$ cat config.mk
export PLATFORM = sky130hd
export DESIGN_NAME = arc4_enc
export DESIGN_NICKNAME = d
export VERILOG_FILES = /design/src/rtl/arc4_pkg.sv /design/src/rtl/arc4_enc_s_mem.sv /design/src/rtl/arc4_enc.sv
export SDC_FILE = /design/constraint.sdc
export NUM_CORES = 2
export LEC_CHECK = 0
export BUFFER_PORTS_ARGS = -buffer_cell sky130_fd_sc_hd__buf_2
export CAP_MARGIN = 20
export CORE_ASPECT_RATIO = 1.1
export CORE_MARGIN = 10
export CORE_UTILIZATION = 40
export DETAILED_ROUTE_END_ITERATION = 6
export SLEW_MARGIN = 15
export SYNTH_ARGS = -nofsm -noshare
export SYNTH_HDL_FRONTEND = slang
export SYNTH_SLANG_ARGS = --single-unit
export TNS_END_PERCENT = 1
$ cat constraint.sdc
create_clock -name clk -period 19.3 [get_ports clk]
set_input_delay 3.86 -clock clk [delete_from_list [all_inputs] [get_ports clk]]
set_output_delay 3.86 -clock clk [all_outputs]
set_load 0.01 [all_outputs]
$ cat src/rtl/arc4_pkg.sv
// Shared types and helpers for the ARC4 encryptor.
// Holds the top-level state enum, the KSA/PRGA sub-step enum and key byte selection.
package arc4_pkg;

    localparam int S_SIZE            = 256;
    localparam int KEY_BYTES_DEFAULT = 3;

    typedef enum logic [2:0] {
        ST_IDLE,
        ST_INIT,
        ST_KSA,
        ST_LEN,
        ST_PRGA,
        ST_DONE
    } state_t;

    typedef enum logic [2:0] {
        SS_RD_I,
        SS_RD_J,
        SS_WR_I,
        SS_WR_J,
        SS_RD_K,
        SS_WR_CT
    } step_t;

    // Key byte 0 is the most significant byte of the key word.
    function automatic logic [7:0] keybyte(
        input logic [8*KEY_BYTES_DEFAULT-1:0] key,
        input int unsigned                    idx,
        input int unsigned                    nbytes
    );
        logic [8*KEY_BYTES_DEFAULT-1:0] sh;
        sh = key >> (8 * (nbytes - 1 - idx));
        return sh[7:0];
    endfunction

endpackage

$ cat src/rtl/arc4_enc_s_mem.sv
// 256x8 single-port synchronous RAM holding the ARC4 state array S.
// Read data appears one cycle after the address is presented.
module s_mem
    import arc4_pkg::*;
(
    input  logic       clk,
    input  logic [7:0] addr,
    input  logic [7:0] wrdata,
    input  logic       wren,
    output logic [7:0] rddata
);

    logic [7:0] mem [S_SIZE];

    // Registered read port with optional write on the same address
    always_ff @(posedge clk) begin
        if (wren) begin
            mem[addr] <= wrdata;
        end
        rddata <= mem[addr];
    end

endmodule

$ cat src/rtl/arc4_enc.sv
// ARC4 encryptor: reads a length-prefixed plaintext, runs KSA and PRGA over an
// internal S RAM and writes the length-prefixed ciphertext.
// Optional feature macro: ARC4_ENC_CYCLE_COUNT_EN adds a 32-bit busy-cycle counter output.
module arc4_enc
    import arc4_pkg::*;
#(
    parameter int KEY_BYTES = KEY_BYTES_DEFAULT,
    parameter int ADDR_W    = 8
)
(
    input  logic                   clk,
    input  logic                   rst,
    input  logic                   en,
    output logic                   rdy,
    input  logic [8*KEY_BYTES-1:0] key,
    output logic [ADDR_W-1:0]      pt_addr,
    input  logic [7:0]             pt_rddata,
    output logic [ADDR_W-1:0]      ct_addr,
    output logic [7:0]             ct_wrdata,
    output logic                   ct_wren
`ifdef ARC4_ENC_CYCLE_COUNT_EN
    ,
    output logic [31:0]            cycles
`endif
);

    state_t                 state, state_n;
    step_t                  step, step_n;
    logic [7:0]             i, i_n, j, j_n;
    logic [7:0]             si, si_n, sj, sj_n;
    logic [7:0]             pt_byte, pt_byte_n;
    logic [7:0]             jsum;
    logic [ADDR_W-1:0]      k, k_n, len, len_n;
    logic [8*KEY_BYTES-1:0] key_r, key_r_n;
    logic [1:0]             kidx, kidx_n;
    logic [7:0]             s_addr, s_wrdata, s_rddata;
    logic                   s_wren;
    logic                   accept;

    s_mem u_s_mem (
        .clk    (clk),
        .addr   (s_addr),
        .wrdata (s_wrdata),
        .wren   (s_wren),
        .rddata (s_rddata)
    );

    // State and datapath registers, all cleared by reset
    always_ff @(posedge clk) begin
        if (rst) begin
            state   <= ST_IDLE;
            step    <= SS_RD_I;
            i       <= '0;
            j       <= '0;
            si      <= '0;
            sj      <= '0;
            pt_byte <= '0;
            k       <= '0;
            len     <= '0;
            key_r   <= '0;
            kidx    <= '0;
        end else begin
            state   <= state_n;
            step    <= step_n;
            i       <= i_n;
            j       <= j_n;
            si      <= si_n;
            sj      <= sj_n;
            pt_byte <= pt_byte_n;
            k       <= k_n;
            len     <= len_n;
            key_r   <= key_r_n;
            kidx    <= kidx_n;
        end
    end

    // Next-state, S RAM sequencing and RAM port outputs
    always_comb begin
        state_n   = state;
        step_n    = step;
        i_n       = i;
        j_n       = j;
        si_n      = si;
        sj_n      = sj;
        pt_byte_n = pt_byte;
        k_n       = k;
        len_n     = len;
        key_r_n   = key_r;
        kidx_n    = kidx;
        jsum      = '0;
        s_addr    = '0;
        s_wrdata  = '0;
        s_wren    = 1'b0;
        pt_addr   = '0;
        ct_addr   = '0;
        ct_wrdata = '0;
        ct_wren   = 1'b0;
        rdy       = (state == ST_IDLE) || (state == ST_DONE);
        accept    = rdy && en;

        case (state)
            ST_IDLE, ST_DONE: begin
                state_n = ST_IDLE;
                if (en) begin
                    state_n = ST_INIT;
                    step_n  = SS_RD_I;
                    key_r_n = key;
                    i_n     = '0;
                    j_n     = '0;
                    k_n     = '0;
                    kidx_n  = '0;
                end
            end
            ST_INIT: begin
                s_addr   = i;
                s_wrdata = i;
                s_wren   = 1'b1;
                i_n      = i + 8'd1;
                if (i == 8'hFF) begin
                    state_n = ST_KSA;
                    step_n  = SS_RD_I;
                end
            end
            ST_KSA: begin
                case (step)
                    SS_RD_I: begin
                        s_addr = i;
                        step_n = SS_RD_J;
                    end
                    SS_RD_J: begin
                        jsum   = j + s_rddata + keybyte(key_r, int'(kidx), KEY_BYTES);
                        s_addr = jsum;
                        j_n    = jsum;
                        si_n   = s_rddata;
                        step_n = SS_WR_I;
                    end
                    SS_WR_I: begin
                        s_addr   = i;
                        s_wrdata = s_rddata;
                        s_wren   = 1'b1;
                        step_n   = SS_WR_J;
                    end
                    SS_WR_J: begin
                        s_addr   = j;
                        s_wrdata = si;
                        s_wren   = 1'b1;
                        i_n      = i + 8'd1;
                        kidx_n   = (kidx == 2'(KEY_BYTES - 1)) ? 2'd0 : kidx + 2'd1;
                        step_n   = SS_RD_I;
                        if (i == 8'hFF) begin
                            state_n = ST_LEN;
                        end
                    end
                    default: step_n = SS_RD_I;
                endcase
            end
            ST_LEN: begin
                if (step == SS_RD_I) begin
                    pt_addr = '0;
                    step_n  = SS_RD_J;
                end else begin
                    ct_addr   = '0;
                    ct_wrdata = pt_rddata;
                    ct_wren   = 1'b1;
                    len_n     = ADDR_W'(pt_rddata);
                    i_n       = '0;
                    j_n       = '0;
                    k_n       = ADDR_W'(1);
                    step_n    = SS_RD_I;
                    state_n   = (pt_rddata == 8'd0) ? ST_DONE : ST_PRGA;
                end
            end
            ST_PRGA: begin
                case (step)
                    SS_RD_I: begin
                        i_n     = i + 8'd1;
                        s_addr  = i + 8'd1;
                        pt_addr = k;
                        step_n  = SS_RD_J;
                    end
                    SS_RD_J: begin
                        pt_byte_n = pt_rddata;
                        si_n      = s_rddata;
                        jsum      = j + s_rddata;
                        s_addr    = jsum;
                        j_n       = jsum;
                        step_n    = SS_WR_I;
                    end
                    SS_WR_I: begin
                        s_addr   = i;
                        s_wrdata = s_rddata;
                        s_wren   = 1'b1;
                        sj_n     = s_rddata;
                        step_n   = SS_WR_J;
                    end
                    SS_WR_J: begin
                        s_addr   = j;
                        s_wrdata = si;
                        s_wren   = 1'b1;
                        step_n   = SS_RD_K;
                    end
                    SS_RD_K: begin
                        s_addr = si + sj;
                        step_n = SS_WR_CT;
                    end
                    SS_WR_CT: begin
                        ct_addr   = k;
                        ct_wrdata = s_rddata ^ pt_byte;
                        ct_wren   = 1'b1;
                        step_n    = SS_RD_I;
                        if (k == len) begin
                            state_n = ST_DONE;
                        end else begin
                            k_n = k + ADDR_W'(1);
                        end
                    end
                    default: step_n = SS_RD_I;
                endcase
            end
            default: state_n = ST_IDLE;
        endcase
    end

`ifdef ARC4_ENC_CYCLE_COUNT_EN
    // Busy-cycle counter: cleared on accept, counts while not ready, holds otherwise
    always_ff @(posedge clk) begin
        if (rst) begin
            cycles <= '0;
        end else if (accept) begin
            cycles <= '0;
        end else if (!rdy) begin
            cycles <= cycles + 32'd1;
        end
    end
`endif

endmodule

==> results.txt <==
outcome: finished, final reports clean
via count: 56439
Hold Path End: key_r[22]$_SDFFE_PP0P_
post-DR vias/cell: 5.74
Detailed Routing Iterations Pass 1: 6
# DRC: 0
Post-CTS Setup Repair Bufs: 0
post-CTS sizing: 0
hold_buf cts: 0
Max Transition Viols Final: 0
NumNets Final: 6800
asr flop ratio synth: 0%
Cell Count, Final, Fillers Out: 9841
clk buf depth: 3
DIE AREA: 0.241 mm2
r2r endpoint: u_s_mem.rddata[7]$_DFF_P_
number of DRC markers in iteration 0: 6381
synth warn: 0
cell count of the worst reg-to-reg path: 21
clk_lat worst skew: 0.89 ns
H-tree depth: 4
final period utilization: 43.7%
Synth Area in Simple Gates: 14.6%
Initial Util: 40.1%
CP Class: register to register
wire length per cell: 25.1 um
mux cell area share after synthesis: 4.04%
chip width: 469 um
initial antenna violation count: 8
sequential fraction of design power: 53.7%
first-pass GRT wire length: 364000 um
Adder-Cell Fraction of Synth Area: 0.421%
Setup violations, final: 0
sequential fraction of the synthesis area: 71.6%
synthesized area: 0.0885 mm2
Worst Hold Path Cells: 2
Hold Path Origin: key_r[22]$_SDFFE_PP0P_
Boundary Pins: 61
Compound-Gate Fraction of Synth Area: 6.33%
Post-Syn Nets: 6875
Synth top area share: 69.5%
Placed Cells incl. Taps: 9452
ys flop type: edfxtp_1
startpoint class of the critical path: register
Post-Route WL: 247000 um
port bufs: 60
count leader, synth: edfxtp_1
Clk pwr share: 44.3%
Comb power frac: 2.0%
CP Data Required Time: 20.05 ns
area grow syn2layout: 11.5%
PD cells: 95.1 mW/mm2
top post-synthesis cells by area: edfxtp_1, nand2_1, mux2i_1
reg2reg start: kidx[0]$_SDFFE_PP0P_
layout cells sized above 1: 8.28%
DPL Wire Length: 140000 um
Worst-Margin Slew: 1.27 ns
hold_ws: 0.458 ns
CTS buffer count: 210
gpl congestion: 0.845
Max Clk Rate: 0.119 GHz
# rows: 181
clock sinks: 2144
cell taking the most area after synthesis: edfxtp_1
Hold Crit Class: register to register
Period minus WS final: 8.44 ns
max_cap viols: 0
arrival time worst endpoint: 9.19 ns
main combinational cell family by area after synthesis: simple AND/OR/NAND/NOR gates
clock skew: 0.0566 ns
#FFs+latches synth: 2144
Relative slew margins: 15.3%
CTS clk-pin slew, worst paths: 0.06 ns
Antenna Nets Post-Route: 0
Peak VDD IR: 99.5 uV
syn_area_per_cell: 13.0 um2
switching power: 1.94 mW
Fin Setup TNS: 0 ns
GRT Overall Usage: 19.9%
number of flops mapped to enable cells by yosys: 2048
top post-synthesis cells by count: edfxtp_1, nand2_1, nand3_1
CP endpoint kind: register
reg2reg setup slack: 10.86 ns
Final Hold Vio Count: 0
core footprint: 0.221 mm2
RSZ-0062 raised after global routing: no
leakage: 33.8 nW
root buffer cell: clkbuf_16
Synth cell types: 81
GR Overflow Total: 0
die height: 513 um
post-synthesis xor/xnor area fraction: 0.396%
P_int: 7.44 mW
CTS tree: built
number of global-route vias before repair: 54267
switching share of total power: 20.7%
Mapped Cells: 6812
largest net degree at the start of global routing: 191
worst-path fanout max: 135
[power groups by stage]
stage | Sequential, mW | Clock, mW | Combinational (mW)
after detailed placement | 5.14 | 0 | 0.187
after global placement | 5.14 | 0 | 0.184
after global routing | 5.04 | 4.40 | 0.207
after floorplan | 5.13 | 0 | 0.136
final | 5.04 | 4.16 | 0.188
after CTS | 5.04 | 4.21 | 0.188
[registers in the layout, summed over array words and instances, names as in the netlist, 3 cells and up]
name	flops
si	8
key_r	24
step	3
u_s_mem.rddata	8
pt_byte	8
state	3
sj	8
j	8
i	8
len	8
u_s_mem.mem	2048
k	8
[per-stage QoR]
step	utilization, %	power, mW	cell area [um2]	setup WS, ns
floorplan	-	5.27	88500	5.59
global placement	41.6	5.32	91700	10.96
detailed placement	41.6	5.33	91700	10.97
CTS	44.7	9.44	98700	10.94
global route	44.7	9.64	98700	10.43
finish	44.7	9.39	98700	10.86
[routing by layer]
layer	track usage [%]	up-vias	part of all wire [%]
li1	-	25162	-
met1	27.1	28519	41
met2	32.2	2327	48
met3	3.17	429	7.4
met4	7.09	2	3.5
met5	0	-	0.0053
[cell usage in the layout (no fill, tap or decap), drive strengths merged, types with 96 or more instances in the layout]
cell type / synthesis / final
dfxtp: 96 / 96
buf: 292 / 182
a31oi: 97 / 97
mux2i: 320 / 320
nor2: 348 / 348
a21oi: 107 / 107
nand2: 1792 / 1792
nand3: 548 / 548
a311oi: 221 / 221
clkbuf: 178 / 260
and3: 201 / 201
edfxtp: 2048 / 2048
[worst max-delay path, cell delays in order (launching register included)]
cell       delay (ns)
dfxtp_1          0.65
inv_1            0.19
ha_1             0.72
mux2i_1          0.25
nor2_1           0.06
a31oi_1          0.16
nor2_1           0.08
ha_1             0.33
mux2_2           0.26
nand3_1          0.14
o211a_4          0.54
buf_12           0.50
buf_12           0.43
buf_12           0.43
buf_12           0.55
mux2i_1          0.26
mux2i_1          0.13
mux2_2           0.30
o32ai_1          0.27
a2111oi_0        0.21
or4_1            0.66
or4_1            0.43
[final cells by class]
| class | instances | area (um2) |
|---|---|---|
| antenna | 2 | 5.00 |
| clock buffer | 259 | 5520 |
| clock inverter | 127 | 1430 |
| fill | 19626 | 122000 |
| inverter | 14 | 52.6 |
| multi-input combinational | 4184 | 23200 |
| sequential | 2144 | 63400 |
| tap | 2928 | 3660 |
| timing repair buffer | 183 | 1410 |
[cells by family (layout without fill, tap and decap cells)]
kind of cell,count (synthesis),after routing
and+or+nand+nor,3026,3026
DFF,2144,2144
AOI/OAI and AO/OA,737,737
buffers and inverters,484,583
muxes,353,353
xor gates and xnor gates,40,40
adders and majority gates,28,28
other,0,2
[worst max-delay path by stage]
stage	start	cells after the start	slack, ns	end
final	kidx[0]$_SDFFE_PP0P_	21	10.86	u_s_mem.rddata[7]$_DFF_P_
after global routing	kidx[0]$_SDFFE_PP0P_	21	10.43	u_s_mem.rddata[7]$_DFF_P_
after CTS	kidx[0]$_SDFFE_PP0P_	21	10.94	u_s_mem.rddata[7]$_DFF_P_
after detailed placement	kidx[0]$_SDFFE_PP0P_	21	10.97	u_s_mem.rddata[0]$_DFF_P_
after global placement	kidx[0]$_SDFFE_PP0P_	21	10.96	u_s_mem.rddata[3]$_DFF_P_
after floorplan	step[0]$_SDFFE_PP0P_	6	5.59	u_s_mem.mem[0][0]$_DFFE_PP_
Note: power is estimated with default switching activity, not from simulation.
